### src/rtl/ntt_bu_scheduler.sv
// ntt_bu_scheduler: drives one BU2_NWC butterfly over an N-point in-place RAM to run a
// full negacyclic NTT. It issues one read pair and one twiddle address per cycle. The
// matching write-back pair follows PIPE = RD_LAT + BU_LAT cycles later. A PIPE-cycle drain
// between stages keeps the last write of a stage ahead of the first read of the next one.
// Optional feature: define NTT_SCHED_INTT_EN to add the inverse (Gentleman-Sande) schedule.
// That adds the inverse and bu_inv ports and a twiddle address one bit wider.
`ifndef D_width
`define D_width 16
`endif

module ntt_bu_scheduler #(
  parameter int N      = 64,
  parameter int LOG_N  = 6,
  parameter int D_W    = `D_width,
  parameter int RD_LAT = 1,
  parameter int BU_LAT = 1,
`ifdef NTT_SCHED_INTT_EN
  localparam int TW_W  = LOG_N + 1
`else
  localparam int TW_W  = LOG_N
`endif
) (
  input  logic             clk,
  input  logic             rst,
  input  logic             start,
  input  logic [D_W-1:0]   modulus_in,
`ifdef NTT_SCHED_INTT_EN
  input  logic             inverse,
  output logic             bu_inv,
`endif
  output logic             busy,
  output logic             done,
  output logic [LOG_N-1:0] stage,
  output logic             rd_en,
  output logic [LOG_N-1:0] rd_addr_up,
  output logic [LOG_N-1:0] rd_addr_dn,
  output logic [TW_W-1:0]  tw_addr,
  output logic             wr_en,
  output logic [LOG_N-1:0] wr_addr_up,
  output logic [LOG_N-1:0] wr_addr_dn,
  output logic [D_W-1:0]   modulus
);

  localparam int PIPE = RD_LAT + BU_LAT;
  localparam logic [LOG_N-2:0] B_LAST = (LOG_N-1)'(N/2 - 1);
  localparam logic [7:0]       D_LAST = 8'(PIPE - 1);

  typedef enum logic [1:0] {IDLE, ISSUE, DRAIN, DONE} state_t;

  typedef struct packed {
    logic [LOG_N-1:0] up;
    logic [LOG_N-1:0] dn;
    logic [TW_W-1:0]  tw;
  } rd_req_t;

  state_t           state;
  logic [LOG_N-2:0] b;
  logic [7:0]       d;
  logic             inv_in;
  logic             inv_q;
  logic [LOG_N-1:0] st0;
  logic [LOG_N-1:0] stage_nx;
  logic             last_stage;

  // Butterfly b of stage s: group j of width 2*half, offset k inside the group.
  function automatic rd_req_t bf_addr(input int bi, input int si, input logic inv);
    int half, j, k, base;
    rd_req_t r;
    half = N >> (si + 1);
    j    = bi >> (LOG_N - 1 - si);
    k    = bi & (half - 1);
    base = j * 2 * half + k;
    r.up = LOG_N'(base);
    r.dn = LOG_N'(base + half);
    r.tw = TW_W'((inv ? N : 0) + (1 << si) + j);
    return r;
  endfunction

`ifdef NTT_SCHED_INTT_EN
  assign inv_in = inverse;
  assign bu_inv = inv_q;
`else
  assign inv_in = 1'b0;
  assign inv_q  = 1'b0;
`endif

  // Forward walks stages upward, inverse walks them downward with the same addressing.
  assign st0        = inv_in ? LOG_N'(LOG_N - 1) : '0;
  assign stage_nx   = inv_q ? stage - LOG_N'(1) : stage + LOG_N'(1);
  assign last_stage = inv_q ? (stage == '0) : (stage == LOG_N'(LOG_N - 1));

  // Schedule FSM; every read-side output is registered here.
  always_ff @(posedge clk or negedge rst) begin
    if (!rst) begin
      state      <= IDLE;
      b          <= '0;
      d          <= '0;
      busy       <= 1'b0;
      done       <= 1'b0;
      stage      <= '0;
      rd_en      <= 1'b0;
      rd_addr_up <= '0;
      rd_addr_dn <= '0;
      tw_addr    <= '0;
      modulus    <= '0;
`ifdef NTT_SCHED_INTT_EN
      inv_q      <= 1'b0;
`endif
    end else begin
      done <= 1'b0;
      case (state)
        IDLE: if (start) begin
          state   <= ISSUE;
          busy    <= 1'b1;
          modulus <= modulus_in;
`ifdef NTT_SCHED_INTT_EN
          inv_q   <= inverse;
`endif
          stage   <= st0;
          b       <= '0;
          d       <= '0;
          rd_en   <= 1'b1;
          {rd_addr_up, rd_addr_dn, tw_addr} <= bf_addr(0, int'(st0), inv_in);
        end
        ISSUE: if (b == B_LAST) begin
          state <= DRAIN;
          b     <= '0;
          d     <= '0;
          rd_en <= 1'b0;
        end else begin
          b <= b + 1'b1;
          {rd_addr_up, rd_addr_dn, tw_addr} <= bf_addr(int'(b) + 1, int'(stage), inv_q);
        end
        DRAIN: if (d == D_LAST) begin
          d <= '0;
          if (last_stage) begin
            state <= DONE;
            done  <= 1'b1;
          end else begin
            state <= ISSUE;
            stage <= stage_nx;
            b     <= '0;
            rd_en <= 1'b1;
            {rd_addr_up, rd_addr_dn, tw_addr} <= bf_addr(0, int'(stage_nx), inv_q);
          end
        end else begin
          d <= d + 8'd1;
        end
        DONE: begin
          state <= IDLE;
          busy  <= 1'b0;
        end
        default: state <= IDLE;
      endcase
    end
  end

  logic [PIPE:1]             vld_pipe;
  logic [PIPE:1][LOG_N-1:0]  up_pipe;
  logic [PIPE:1][LOG_N-1:0]  dn_pipe;

  // Write-back delay line: the read pair and strobe, PIPE cycles late.
  always_ff @(posedge clk or negedge rst) begin
    if (!rst) begin
      vld_pipe <= '0;
      up_pipe  <= '0;
      dn_pipe  <= '0;
    end else begin
      vld_pipe[1] <= rd_en;
      up_pipe[1]  <= rd_addr_up;
      dn_pipe[1]  <= rd_addr_dn;
      for (int i = 2; i <= PIPE; i++) begin
        vld_pipe[i] <= vld_pipe[i-1];
        up_pipe[i]  <= up_pipe[i-1];
        dn_pipe[i]  <= dn_pipe[i-1];
      end
    end
  end

  assign wr_en      = vld_pipe[PIPE];
  assign wr_addr_up = up_pipe[PIPE];
  assign wr_addr_dn = dn_pipe[PIPE];

endmodule
### config.mk
export PLATFORM = sky130hd
export DESIGN_NAME = ntt_bu_scheduler
export DESIGN_NICKNAME = d
export VERILOG_FILES = /design/src/rtl/ntt_bu_scheduler.sv
export SDC_FILE = /design/constraint.sdc
export NUM_CORES = 1
export LEC_CHECK = 0
export ABC_AREA = 1
export ABC_CLOCK_PERIOD_IN_PS = 6300
export BUFFER_PORTS_ARGS = -buffer_cell sky130_fd_sc_hd__buf_2
export CAP_MARGIN = 10
export CELL_PAD_IN_SITES_DETAIL_PLACEMENT = 1
export CELL_PAD_IN_SITES_GLOBAL_PLACEMENT = 2
export CORE_MARGIN = 2
export CORE_UTILIZATION = 34
export CTS_CLUSTER_SIZE = 12
export DETAILED_ROUTE_END_ITERATION = 8
export PLACE_DENSITY = 0.86
export SLEW_MARGIN = 20
export SYNTH_ARGS = -nofsm -noshare
export SYNTH_HDL_FRONTEND = slang
export SYNTH_SLANG_ARGS = --single-unit
### constraint.sdc
create_clock -name clk -period 6.3 [get_ports clk]
set_clock_uncertainty 0.1 [all_clocks]
set_input_delay 0.315 -clock clk [delete_from_list [all_inputs] [get_ports clk]]
set_output_delay 0.315 -clock clk [all_outputs]
set_load 0.005 [all_outputs]
==> results of run 1 <==
==> cell type report <==
| cell class | instances | area [um^2] |
|---|---|---|
| Clock buffer | 9 | 225.2 |
| Clock inverter | 7 | 105.1 |
| Fill cell | 1690 | 8277 |
| Inverter | 87 | 327.8 |
| Multi-Input combinational cell | 398 | 2321 |
| Sequential cell | 84 | 2102 |
| Tap cell | 180 | 225.2 |
| Timing Repair Buffer | 78 | 405.4 |
==> synthesized netlist by cell type (all sizes together), types with 2 or more instances <==
| cell type | number |
|---|---|
| nand2 | 159 |
| inv | 86 |
| dfrtp | 84 |
| nor2 | 56 |
| nand3 | 44 |
| ha | 34 |
| o21ai | 26 |
| buf | 18 |
| a21oi | 16 |
| nor3 | 10 |
| nand4 | 9 |
| xor2 | 9 |
| o211ai | 5 |
| a31oi | 4 |
| fa | 4 |
| o22ai | 4 |
| clkbuf | 3 |
| a32o | 2 |
| nor4 | 2 |
| o21bai | 2 |
| o31ai | 2 |
| or2 | 2 |
==> cell families (layout without fill, tap and decap cells) <==
family                   after synthesis  in the layout  synth area share, %
buffers and inverters                108            181                9.683
flip-flops                            84             84                42.92
AO/OA/AOI/OAI                         64             64                7.997
other                                  1              1              0.07657
adder cells (fa/ha/maj)               38             38                10.32
AND/OR/NAND/NOR                      285            285                27.21
XOR/XNOR                              10             10                1.789
==> per-layer routing <==
metal	part of all wire [%]	vias up	track usage, %
li1	-	2011	-
met1	46	1970	21.88
met2	48	79	31.39
met3	4.5	16	2.885
met4	1.8	0	6.320
met5	0	-	0
==> flip-flops by register name, summed over array words and instances, names as in the netlist <==
signal      cells
stage           6
rd_addr_dn      6
up_pipe         6
vld_pipe        2
modulus        16
state           2
rd_addr_up      6
dn_pipe         6
wr_addr_up      6
busy            1
b               5
wr_addr_dn      6
rd_en           1
d               8
tw_addr         6
done            1
==> cell usage in the layout (no fill, tap or decap), drive strengths merged, types with 4 or more instances in the layout <==
cell type	netlist	final
fa	4	4
nand2	159	159
a21oi	16	16
a31oi	4	4
o21ai	26	26
o211ai	5	5
o22ai	4	4
ha	34	34
nand4	9	9
buf	18	77
clkbuf	3	9
inv	86	90
xor2	9	9
nor3	10	10
nor2	56	56
dfrtp	84	84
nand3	44	44
==> how the worst max path moves through the flow <==
stage                         from       endpoint  slack (ns)  cells past startpoint
after global routing      stage[1]  rd_addr_dn[5]        0.22                     34
after global placement    stage[1]  rd_addr_dn[5]        0.95                     33
after floorplan           stage[1]  rd_addr_dn[5]        1.47                     36
after detailed placement  stage[1]  rd_addr_dn[5]        0.76                     34
final                     stage[1]  rd_addr_dn[5]        0.79                     34
after CTS                 stage[1]  rd_addr_dn[5]        0.74                     34
==> critical path: cells and delay by family, from the launching register on <==
kind                       cells  cell delay, ns
buffers and inverters          9            0.85
and+or+nand+nor               17            1.53
adders and majority gates      6            2.18
DFF                            1            0.60
AOI/OAI and AO/OA              2            0.22
==> stage by stage <==
stage	power, mW	setup slack [ns]
final	2.062	0.7890
after global routing	2.210	0.2174
after CTS	2.088	0.7411
after detailed placement	1.488	0.7600
after global placement	1.458	0.9536
after floorplan	1.219	1.472
==> power breakdown <==
part / total, mW / switching, mW / internal [mW]
Clock: 0.589 / 0.234 / 0.355
Sequential: 0.761 / 0.0827 / 0.678
Combinational: 0.712 / 0.476 / 0.236
Total: 2.06 / 0.793 / 1.27
==> what timing repair did <==
| action | 4_1_cts | 5_1_grt |
|---|---|---|
| setup buffers | 0 | 0 |
| endpoints found under the hold margin | 25 | 0 |
| hold buffers | 1 | 0 |
==> results.sh, run 1 <==
export IMPL_numCtsBuffers=9
export IMPL_avgSynthCellArea_um2=8.300
export IMPL_hp_start="modulus_in[1]"
export IMPL_dp_cells=826
export IMPL_drt_iter0_drc=180
export IMPL_synth_edff_count=0
export IMPL_fmax_mhz=181.5
export IMPL_p_per_area_mw_per_mm2=360.9
export IMPL_finalNonFillerCells=843
export IMPL_cts_sinks=84
export IMPL_rows=43
export IMPL_ir_drop_mv=0.1648
export IMPL_status="finished, final reports clean"
export IMPL_syn_nets=647
export IMPL_syn2layout_area_growth_pct=16.63
export IMPL_finalSetupTns_ns=0
export IMPL_period_needed_ns=5.511
export IMPL_grt_ovfl_total=0
export IMPL_first_pass_iters=4
export IMPL_rr_endpoint="rd_addr_dn[5]"
export IMPL_cts_resized=0
export IMPL_reg2reg_slack_ns=0.79
export IMPL_design_die_area_mm2=0.01538
export IMPL_ctsHtreeMaxLevel=3
export IMPL_ant_nets=0
export IMPL_design_area_mm2=0.005712
export IMPL_synth_warnings=0
export IMPL_worst_pin_slew_ns=0.8076
export IMPL_grt_usage_pct=17.77
export IMPL_slowest_delay_ns=0.60
export IMPL_setup_worst_path_class="register to register"
export IMPL_num_vias=4076
export IMPL_synth_seq_area_share_pct=42.92
export IMPL_cp_end_kind="register"
export IMPL_max_cap_violations=0
export IMPL_coreArea_mm2=0.01399
export IMPL_drv_slew=0
export IMPL_drc=0
export IMPL_critPathLaunchType="register"
export IMPL_grt_pass1_vias=4295
export IMPL_die_w_um=124.0
export IMPL_hpwlAfterDp_um=10240
export IMPL_syn_inst=590
export IMPL_utilization_pct=40.83
export IMPL_post_dp_cell_area_mm2=0.005371
export IMPL_min_path_type="input pin to register"
export IMPL_reg2reg_depth=34
export IMPL_hold_viol_final=0
export IMPL_portBuffers=74
export IMPL_die_h_um=124.0
export IMPL_hold_end="modulus[1]"
export IMPL_antennaDiodeCount=0
export IMPL_holdPathStages=3
export IMPL_relSlewSlack_pct=45.75
export IMPL_final_nets=715
export IMPL_antenna_found_initial=0
export IMPL_crit_slowest_cell="dfrtp_1"
export IMPL_timing_hold_ws_ns=0.07318
export IMPL_critPathRequiredTime_ns=6.48
export IMPL_clock_path_buffers=2
export IMPL_grt_pass1_wl_um=21110
export IMPL_r2r_start="stage[1]"
export IMPL_power_leakage_nw=3.080
export IMPL_synth_cell_type_count=45
export IMPL_rsz0062_at_grt="no"
export IMPL_path_clk_slew_ns=0.07
export IMPL_initial_core_util_pct=35.01
export IMPL_synth_top_area_cell="dfrtp_1"
export IMPL_ios=75
export IMPL_netlist_area_mm2=0.004897
export IMPL_cts_root_buf="clkbuf_16"
export IMPL_wl_per_cell_um=15.45
export IMPL_synthTopCellsByArea="dfrtp_1 (43%), nand2_1 (11%), ha_1 (8.7%)"
export IMPL_synth_ff_type="dfrtp_1"
export IMPL_synth_top_area_share_pct=42.92
export IMPL_cp_arrival_ns=5.69
export IMPL_via_per_inst=4.835
export IMPL_place_congestion=0.8874
export IMPL_finalCritPeriodShare_pct=87.48
export IMPL_routed_wirelength_um=13020
export IMPL_critical_path_max_fanout=13
export IMPL_cts_tree="yes"
export IMPL_synthArstFlopShare_pct=100.0
export IMPL_layout_drive_gt1_share_pct=22.02
export IMPL_finalSetupViolations=0
export IMPL_grt_max_degree=60
export IMPL_ys_ff_latch=84
export IMPL_clock_latency_ns=0.35
(Power assumes the default switching activity.)
==> run 2, diff against run 1 <==
--- a/config.mk
+++ b/config.mk
@@ -11,11 +11,12 @@
 export CAP_MARGIN = 10
 export CELL_PAD_IN_SITES_DETAIL_PLACEMENT = 1
 export CELL_PAD_IN_SITES_GLOBAL_PLACEMENT = 2
+export CORE_ASPECT_RATIO = 0.75
 export CORE_MARGIN = 2
-export CORE_UTILIZATION = 34
+export CORE_UTILIZATION = 30
 export CTS_CLUSTER_SIZE = 12
 export DETAILED_ROUTE_END_ITERATION = 8
-export PLACE_DENSITY = 0.86
+export PLACE_DENSITY = 0.78
 export SLEW_MARGIN = 20
 export SYNTH_ARGS = -nofsm -noshare
 export SYNTH_HDL_FRONTEND = slang
==> run 2 against run 1 <==
Net effect: cell area is 0.37% higher; critical path depth stayed put; sequential share of layout area is 0.14 points lower; die area is 13% higher; sequential cell count stayed put; sequential power hardly changed; via count is 0.71% lower; setup slack worse by 0.16 ns; hold slack worse by 0.017 ns; critical endpoint unchanged; largest cell class unchanged; largest power group unchanged.
==> results.sh, run 2 (synthesis gave the netlist of run 1 again) <==
export IMPL_status="finished, final reports clean"
export IMPL_dp_cells=855
export IMPL_final_nets=714
export IMPL_min_path_type="input pin to register"
export IMPL_place_congestion=0.8994
export IMPL_largest_registers="modulus (16), d (8)"
export IMPL_crit_buf_inv=9
export IMPL_cts_tree="yes"
export IMPL_die_w_um=151.5
export IMPL_routed_wirelength_um=13110
export IMPL_antennaDiodeCount=0
export IMPL_grt_usage_pct=16.29
export IMPL_drv_slew=0
export IMPL_ir_drop_mv=0.1190
export IMPL_slowest_delay_ns=0.62
export IMPL_critPathRequiredTime_ns=6.48
export IMPL_relSlewSlack_pct=41.39
export IMPL_grt_pass1_vias=4254
export IMPL_fin_ws_ns=0.6254
export IMPL_layout_drive_gt1_share_pct=21.90
export IMPL_hpwlAfterDp_um=10300
export IMPL_pwr_share_seq_pct=37.7
export IMPL_design_die_area_mm2=0.01737
export IMPL_period_needed_ns=5.675
export IMPL_worst_pin_slew_ns=0.8791
export IMPL_syn2layout_area_growth_pct=17.07
export IMPL_hold_viol_final=0
export IMPL_cts_root_buf="clkbuf_16"
export IMPL_largest_register="modulus"
export IMPL_p_per_area_mw_per_mm2=353.2
export IMPL_rows=40
export IMPL_grt_pass1_wl_um=21900
export IMPL_utilization_pct=35.80
export IMPL_setup_worst_path_class="register to register"
export IMPL_post_place_ws_ns=0.6518
export IMPL_wl_per_cell_um=15.03
export IMPL_initial_core_util_pct=30.58
export IMPL_critical_path_max_fanout=13
export IMPL_comb_power_share_pct=34.8
export IMPL_p_int_mw=1.253
export IMPL_ant_nets=0
export IMPL_cp_top_family="adder cells"
export IMPL_p_switching_mw=0.7717
export IMPL_grt_ovfl_total=0
export IMPL_coreArea_mm2=0.01602
export IMPL_timing_hold_ws_ns=0.05629
export IMPL_finalNonFillerCells=872
export IMPL_ctsHtreeMaxLevel=3
export IMPL_num_vias=4047
export IMPL_clock_path_buffers=2
export IMPL_p_sw_share_pct=38.11
export IMPL_crit_slowest_cell="dfrtp_1"
export IMPL_antenna_found_initial=0
export IMPL_final_common_cell="nand2_1"
export IMPL_cp_end_kind="register"
export IMPL_design_area_mm2=0.005733
export IMPL_power_mw=2.025
export IMPL_finalSetupTns_ns=0
export IMPL_max_cap_violations=0
export IMPL_rsz0062_at_grt="no"
export IMPL_pwr_share_clk_pct=27.6
export IMPL_critPathLaunchType="register"
export IMPL_drc=0
export IMPL_portBuffers=74
export IMPL_finalCritPeriodShare_pct=90.07
export IMPL_power_leakage_nw=3.067
export IMPL_fmax_mhz=176.2
export IMPL_drt_iter0_drc=220
export IMPL_die_h_um=114.7
export IMPL_cp_arrival_ns=5.85
export IMPL_post_cts_buffers=0
export IMPL_ios=75
export IMPL_largest_register_ffs=16
export IMPL_numCtsBuffers=9
export IMPL_cts_resized=0
export IMPL_finalSetupViolations=0
export IMPL_grt_max_degree=71
export IMPL_cts_sinks=84
export IMPL_path_clk_slew_ns=0.06
export IMPL_clock_latency_ns=0.35
export IMPL_post_dp_cell_area_mm2=0.005401
export IMPL_first_pass_iters=4
export IMPL_via_per_inst=4.641
export IMPL_mostFrequentLayoutCells="nand2_1 (143), dfrtp_1 (84), inv_1 (75)"
[run 2: routing by layer]
| metal | GRT usage [%] | vias to the layer above | part of all wire [%] | routed length (um) |
|---|---|---|---|---|
| met5 | 0 | - | 0 | 0 |
| met4 | 4.444 | 0 | 1.4 | 183 |
| met3 | 3.984 | 12 | 4.9 | 639 |
| met2 | 24.59 | 75 | 42 | 5519 |
| met1 | 23.28 | 1957 | 52 | 6763 |
| li1 | - | 2003 | - | - |
[run 2: final timing paths]
path | slack (ns) | endpoint | start | depth (start not counted)
setup / recovery | 0.63 | rd_addr_dn[5] | stage[1] | 34
max in group asynchronous | 4.71 | tw_addr[0] | rst | 3
hold reg to reg | 0.24 | vld_pipe[2] | vld_pipe[1] | 0
setup reg to reg | 0.63 | rd_addr_dn[5] | stage[1] | 34
hold / removal | 0.06 | modulus[3] | modulus_in[3] | 3
min in group asynchronous | 0.25 | d[5] | rst | 2
[run 2: area by class of cell]
cell class              instances  area, um^2
repair buffers                 77       397.9
flip-flops and latches         84        2102
well taps                     210       262.8
multi-input cells             398        2321
inverters                      87       327.8
clock buffers                  12       266.5
fillers                      1927       10280
clock inverters                 4       55.05
[run 2: what timing repair did]
| item | CTS | global route |
|---|---|---|
| hold endpoints to repair | 14 | 0 |
| setup endpoints to repair | 0 | 0 |
| hold buffers | 1 | 0 |
[run 2: tightest hold or removal path: cells and delay by family]
kind	cells	cell delay (ns)
buf+inv	1	0.07
simple gates	2	0.08
[run 2: power groups by stage]
stage,clock network (mW),registers [mW],logic [mW]
4_1_cts,0.574,0.765,0.718
2_1_floorplan,0,0.763,0.456
3_3_place_gp,0,0.765,0.697
5_1_grt,0.600,0.783,0.807
6_report,0.558,0.763,0.704
3_5_place_dp,0,0.771,0.712
